==> src/rtl/calc_frame_controller.sv <==
// Calculator frame sequencer: assembles opcode/op1/op2 frames from the UART byte
// stream, drives the ALU, and returns a status byte plus result bytes over valid/ready.
module calc_frame_controller #(
   parameter int unsigned WIDTH          = 8,
   parameter int unsigned TIMEOUT_CYCLES = 100000
) (
   input  logic             clk,
   input  logic             rst,
   input  logic [7:0]       rx_data,
   input  logic             rx_valid,
   output logic [7:0]       tx_data,
   output logic             tx_valid,
   input  logic             tx_ready,
   output logic [1:0]       alu_opcode,
   output logic [WIDTH-1:0] alu_op1,
   output logic [WIDTH-1:0] alu_op2,
   input  logic [WIDTH-1:0] alu_result,
   input  logic             alu_error,
   output logic             busy,
   output logic             done,
   output logic             frame_timeout
);

   localparam int unsigned N   = WIDTH / 8;
   localparam int unsigned BCW = (N > 1) ? $clog2(N) : 1;
   localparam int unsigned TCW = (TIMEOUT_CYCLES > 1) ? $clog2(TIMEOUT_CYCLES) : 1;
   localparam logic [BCW-1:0] LAST_BYTE = BCW'(N - 1);
   localparam logic [TCW-1:0] TO_LAST   = TCW'(TIMEOUT_CYCLES - 1);

   typedef enum logic [2:0] {
      S_IDLE,
      S_GET_OP1,
      S_GET_OP2,
      S_EXEC,
      S_SEND_STATUS,
      S_SEND_RESULT
   } state_t;

   state_t           r_state, w_state_nx;
   logic [1:0]       r_opcode, w_opcode_nx;
   logic             r_bad_op, w_bad_op_nx;
   logic [WIDTH-1:0] r_op1, w_op1_nx;
   logic [WIDTH-1:0] r_op2, w_op2_nx;
   logic [WIDTH-1:0] r_res, w_res_nx;
   logic [7:0]       r_tx_data, w_tx_data_nx;
   logic             r_tx_valid, w_tx_valid_nx;
   logic [BCW-1:0]   r_byte_cnt, w_byte_cnt_nx;
   logic [TCW-1:0]   r_idle_cnt, w_idle_cnt_nx;
   logic             r_timeout, w_timeout_nx;
   logic             r_busy;
   logic             w_xfer;
   logic             w_done;

   assign w_xfer = r_tx_valid & tx_ready;

   always_comb begin
      w_state_nx    = r_state;
      w_opcode_nx   = r_opcode;
      w_bad_op_nx   = r_bad_op;
      w_op1_nx      = r_op1;
      w_op2_nx      = r_op2;
      w_res_nx      = r_res;
      w_tx_data_nx  = r_tx_data;
      w_tx_valid_nx = r_tx_valid;
      w_byte_cnt_nx = r_byte_cnt;
      w_idle_cnt_nx = '0;
      w_timeout_nx  = 1'b0;
      w_done        = 1'b0;

      case (r_state)
         S_IDLE: begin
            w_byte_cnt_nx = '0;
            if (rx_valid) begin
               w_opcode_nx = rx_data[1:0];
               w_bad_op_nx = |rx_data[7:2];
               w_state_nx  = S_GET_OP1;
            end
         end

         S_GET_OP1, S_GET_OP2: begin
            if (rx_valid) begin
               if (r_state == S_GET_OP1)
                  w_op1_nx = (r_op1 << 8) | WIDTH'(rx_data);
               else
                  w_op2_nx = (r_op2 << 8) | WIDTH'(rx_data);
               if (r_byte_cnt == LAST_BYTE) begin
                  w_byte_cnt_nx = '0;
                  w_state_nx    = (r_state == S_GET_OP1) ? S_GET_OP2 : S_EXEC;
               end else begin
                  w_byte_cnt_nx = r_byte_cnt + 1'b1;
               end
            end else if (TIMEOUT_CYCLES != 0) begin
               // A byte on the threshold cycle wins over the timeout.
               if (r_idle_cnt == TO_LAST) begin
                  w_timeout_nx  = 1'b1;
                  w_byte_cnt_nx = '0;
                  w_state_nx    = S_IDLE;
               end else begin
                  w_idle_cnt_nx = r_idle_cnt + 1'b1;
               end
            end
         end

         S_EXEC: begin
            w_res_nx      = alu_result;
            w_tx_data_nx  = r_bad_op ? 8'h02 : (alu_error ? 8'h01 : 8'h00);
            w_tx_valid_nx = 1'b1;
            w_state_nx    = S_SEND_STATUS;
         end

         S_SEND_STATUS: begin
            if (w_xfer) begin
               if (r_tx_data == 8'h00) begin
                  w_tx_data_nx  = r_res[WIDTH-1 -: 8];
                  w_res_nx      = r_res << 8;
                  w_byte_cnt_nx = '0;
                  w_state_nx    = S_SEND_RESULT;
               end else begin
                  w_tx_valid_nx = 1'b0;
                  w_done        = 1'b1;
                  w_state_nx    = S_IDLE;
               end
            end
         end

         S_SEND_RESULT: begin
            if (w_xfer) begin
               if (r_byte_cnt == LAST_BYTE) begin
                  w_tx_valid_nx = 1'b0;
                  w_byte_cnt_nx = '0;
                  w_done        = 1'b1;
                  w_state_nx    = S_IDLE;
               end else begin
                  w_tx_data_nx  = r_res[WIDTH-1 -: 8];
                  w_res_nx      = r_res << 8;
                  w_byte_cnt_nx = r_byte_cnt + 1'b1;
               end
            end
         end

         default: w_state_nx = S_IDLE;
      endcase
   end

   always_ff @(posedge clk) begin
      if (rst) begin
         r_state    <= S_IDLE;
         r_opcode   <= '0;
         r_bad_op   <= 1'b0;
         r_op1      <= '0;
         r_op2      <= '0;
         r_res      <= '0;
         r_tx_data  <= '0;
         r_tx_valid <= 1'b0;
         r_byte_cnt <= '0;
         r_idle_cnt <= '0;
         r_timeout  <= 1'b0;
         r_busy     <= 1'b0;
      end else begin
         r_state    <= w_state_nx;
         r_opcode   <= w_opcode_nx;
         r_bad_op   <= w_bad_op_nx;
         r_op1      <= w_op1_nx;
         r_op2      <= w_op2_nx;
         r_res      <= w_res_nx;
         r_tx_data  <= w_tx_data_nx;
         r_tx_valid <= w_tx_valid_nx;
         r_byte_cnt <= w_byte_cnt_nx;
         r_idle_cnt <= w_idle_cnt_nx;
         r_timeout  <= w_timeout_nx;
         r_busy     <= (w_state_nx != S_IDLE);
      end
   end

   assign tx_data       = r_tx_data;
   assign tx_valid      = r_tx_valid;
   assign alu_opcode    = r_opcode;
   assign alu_op1       = r_op1;
   assign alu_op2       = r_op2;
   assign busy          = r_busy;
   assign done          = w_done;
   assign frame_timeout = r_timeout;

endmodule
==> config.mk <==
export PLATFORM = sky130hd
export DESIGN_NAME = calc_frame_controller
export DESIGN_NICKNAME = d
export VERILOG_FILES = /design/src/rtl/calc_frame_controller.sv
export SDC_FILE = /design/constraint.sdc
export NUM_CORES = 1
export LEC_CHECK = 0
export CAP_MARGIN = 40
export CORE_ASPECT_RATIO = 0.9
export CORE_MARGIN = 1
export CORE_UTILIZATION = 54
export DETAILED_ROUTE_END_ITERATION = 8
export PLACE_DENSITY = 0.8
export RECOVER_POWER = 50
export SETUP_SLACK_MARGIN = 0.1
export SYNTH_ARGS = -nofsm -noshare
export SYNTH_HDL_FRONTEND = slang
export SYNTH_SLANG_ARGS = --single-unit
export TNS_END_PERCENT = 20
==> constraint.sdc <==
create_clock -name clk -period 3.4 [get_ports clk]
set_input_delay 1.02 -clock clk [delete_from_list [all_inputs] [get_ports clk]]
set_output_delay 1.02 -clock clk [all_outputs]
set_load 0.05 [all_outputs]
==> key figures <==
Critical path
  • Crit path kind: in2out
  • Worst EP required: 2380 ps
  • WP data arrival: 2150 ps
  • CP endpoint kind: output pin
  • Worst Path Max Fanout: 4
  • Startpoint class of the critical path: input pin

Yosys
  • Synth warn: 0
  • Syn Inst Count: 254
  • Post-synth top flop: dfxtp_1
  • Yosys reg bits: 58
  • Sequential-to-total area share from yosys stat: 0.4949
  • Post-synth top area share: 0.4949
  • Count leader, synth: dfxtp_1
  • Mapped Area: 0.002346 mm^2
  • Syn Nets: 276
  • Post-synthesis mux area share: 0.04693
  • Synth Area in XOR/XNOR: 0.05973
  • Adder-cell area share of the yosys netlist: 0.005333
  • Top cells by count, synth: dfxtp_1, nor2_1, nand2_1
  • Post-synth EDFFs: 0
  • Synth async-reset ratio: 0
  • Synth cell types: 44
  • Syn avg cell area: 9.236 um^2
  • Synth area leader: dfxtp_1
  • Post-synthesis compound-gate area fraction: 0.1072
  • Largest family of logic cells by synthesized area: simple AND/OR/NAND/NOR gates
  • Simple-gate area share of the yosys netlist: 0.2501
  • Synth top area cells: dfxtp_1, nor2_1, mux2i_1

STA
  • Relative slew slack: 0.1411
  • RSZ-0062 raised after global routing: no
  • Final min period: 3174 ps
  • Setup violators final: 0
  • Final Hold Fails: 0
  • Slew Limit Fails: 0
  • Worst Skew: 5.304 ps
  • Worst slew pin tran: 1288 ps
  • Period utilisation layout: 0.9335
  • Max frequency: 0.3151 GHz
  • Worst hold-check slack: 459.5 ps
  • Setup TNS: 0 ps
  • Setup ws final: 226.0 ps

Drt
  • # DRC: 0
  • Met2 routed WL: 2.257 mm
  • Vias per cell: 5.471
  • Top routing layer used: met4
  • Drt pass-1 iters: 4
  • WL per Instance: 13.83 um
  • Met1 Routed Length: 2.340 mm
  • Post-route ant nets: 0
  • Vias: 1964
  • 1st-iter DRT viols: 125
  • Met3 wire length: 292 um
  • DRT Wirelength: 4.964 mm

Global routing
  • First-pass GRT wire length: 8.397 mm
  • Initial antenna violation count: 0
  • Overall Global Routing Usage: 0.2412
  • Pin count of the biggest net entering global routing: 31
  • Vias in the first global route: 1835
  • GR Overflow Total: 0

Floorplanning
  • # rows: 22
  • Core area: 0.004129 mm^2
  • I/O pin count: 51
  • DIE AREA: 0.004612 mm^2
  • Die width: 71.48 um
  • Initial core utilization: 0.5682
  • Die Ht: 64.53 um

Finish
  • Fillers: 301
  • Share of layout cells above drive strength 1: 0.07395
  • Post-layout util: 0.7339
  • Final Cell Area: 0.003030 mm^2
  • Antenna diode count: 0
  • Area grow syn2layout: 29.17%
  • Nets: 328

Clock network
  • Hold buffer count at cts: 0
  • Maximum clock path buffer count: 2
  • Clock Sinks: 58
  • Clock transition at path regs: 60 ps
  • Setup bufs post-CTS: 0
  • H-tree depth: 3
  • Clk root buf: clkbuf_8
  • Post-CTS sizing: 0
  • CTS Buf Count: 9
  • TritonCTS clock tree: yes
  • Clk_lat worst skew: 330 ps

Placed design
  • PortBufs: 50
  • Dpl cell area: 0.002859 mm^2
  • Routability cong.: 0.7789
  • HPWL after DPL: 3.363 mm
  • Placement Setup Slack: 296.4 ps

Power
  • Switching Fraction: 0.2964
  • Comb pwr share: 0.196
  • Switch Pwr: 0.4897 mW
  • Internal power: 1.162 mW
  • Leak Pwr: 1.061 nW
  • Pwr per Cell Area: 545.2 mW/mm^2
  • Clk pwr share: 0.346
  • Peak supply drop: 368.6 uV
  • Sequential share of power: 0.458

Min path
  • Hold Crit Class: reg2reg

Flow run
  • Maximum capacitance violations: 0

Status
  • Status: finished, final reports clean
power by group through the flow:
stage          Sequential (mW)  Clock, mW  Combinational, mW
2_1_floorplan            0.845          0              0.154
3_3_place_gp             0.769          0              0.321
3_5_place_dp             0.770          0              0.326
4_1_cts                  0.757      0.582              0.328
5_1_grt                  0.762      0.625              0.350
6_report                 0.757      0.571              0.324
per-stage QoR:
stage / total power, mW / instances
floorplan: 0.9987 / 254
global placement: 1.091 / 343
detailed placement: 1.096 / 343
CTS: 1.667 / 359
global route: 1.737 / 359
finish: 1.652 / 359
cells in the final DEF, fill, tap and decap left out, types with 4 or more instances in the layout:
master and n:
xor2_1 9, xnor2_1 7, nand4_1 5, a22o_1 7
nand3_1 13, a21oi_1 18, clkbuf_8 12, clkdlybuf4s50_1 46
nand2_1 29, dfxtp_1 58, nor2_1 43, mux2i_1 11
nor3_1 4
worst paths after layout:
check / startpoint / to / slack (ps) / cells past startpoint
worst max-delay path: tx_ready / done / 230 / 4
worst min-delay path: alu_op1[7] / alu_op1[7] / 460 / 2
worst max register to register: r_state[2] / r_res[6] / 1490 / 6
worst min register to register: alu_op1[7] / alu_op1[7] / 460 / 2
cells by family after synthesis:
group | count (synthesis)
XOR/XNOR | 16
multiplexers | 11
adder cells (fa/ha/maj) | 1
flip-flops | 58
AND/OR/NAND/NOR | 118
AO/OA/AOI/OAI | 36
buffers and inverters | 14
registers in the layout (all words and copies together) (netlist names):
name	flops
alu_op1	8
alu_op2	8
alu_opcode	2
busy	1
frame_timeout	1
r_bad_op	1
r_idle_cnt	17
r_res	8
r_state	3
tx_data	8
tx_valid	1
routing by layer:
layer	up-vias	track usage
li1	980	-
met1	919	0.2977
met2	57	0.3679
met3	8	0.1135
met4	0	0.08824
met5	-	0
critical path, cell delays in order:
cell and delay, ps:
dlygate4sd3_1 560, nand3_2 130, nor2b_1 260, buf_12 180
area by class of cell:
class                   instances  area (um^2)  area share
inverters                       3        11.26    0.003716
clock inverters                 2        10.01    0.003303
clock buffers                  14        172.7     0.05698
flip-flops and latches         58         1161      0.3832
well taps                      48        60.06     0.01982
multi-input cells             182         1094      0.3609
repair buffers                 52        521.8      0.1722
(Power assumes the default switching activity.)
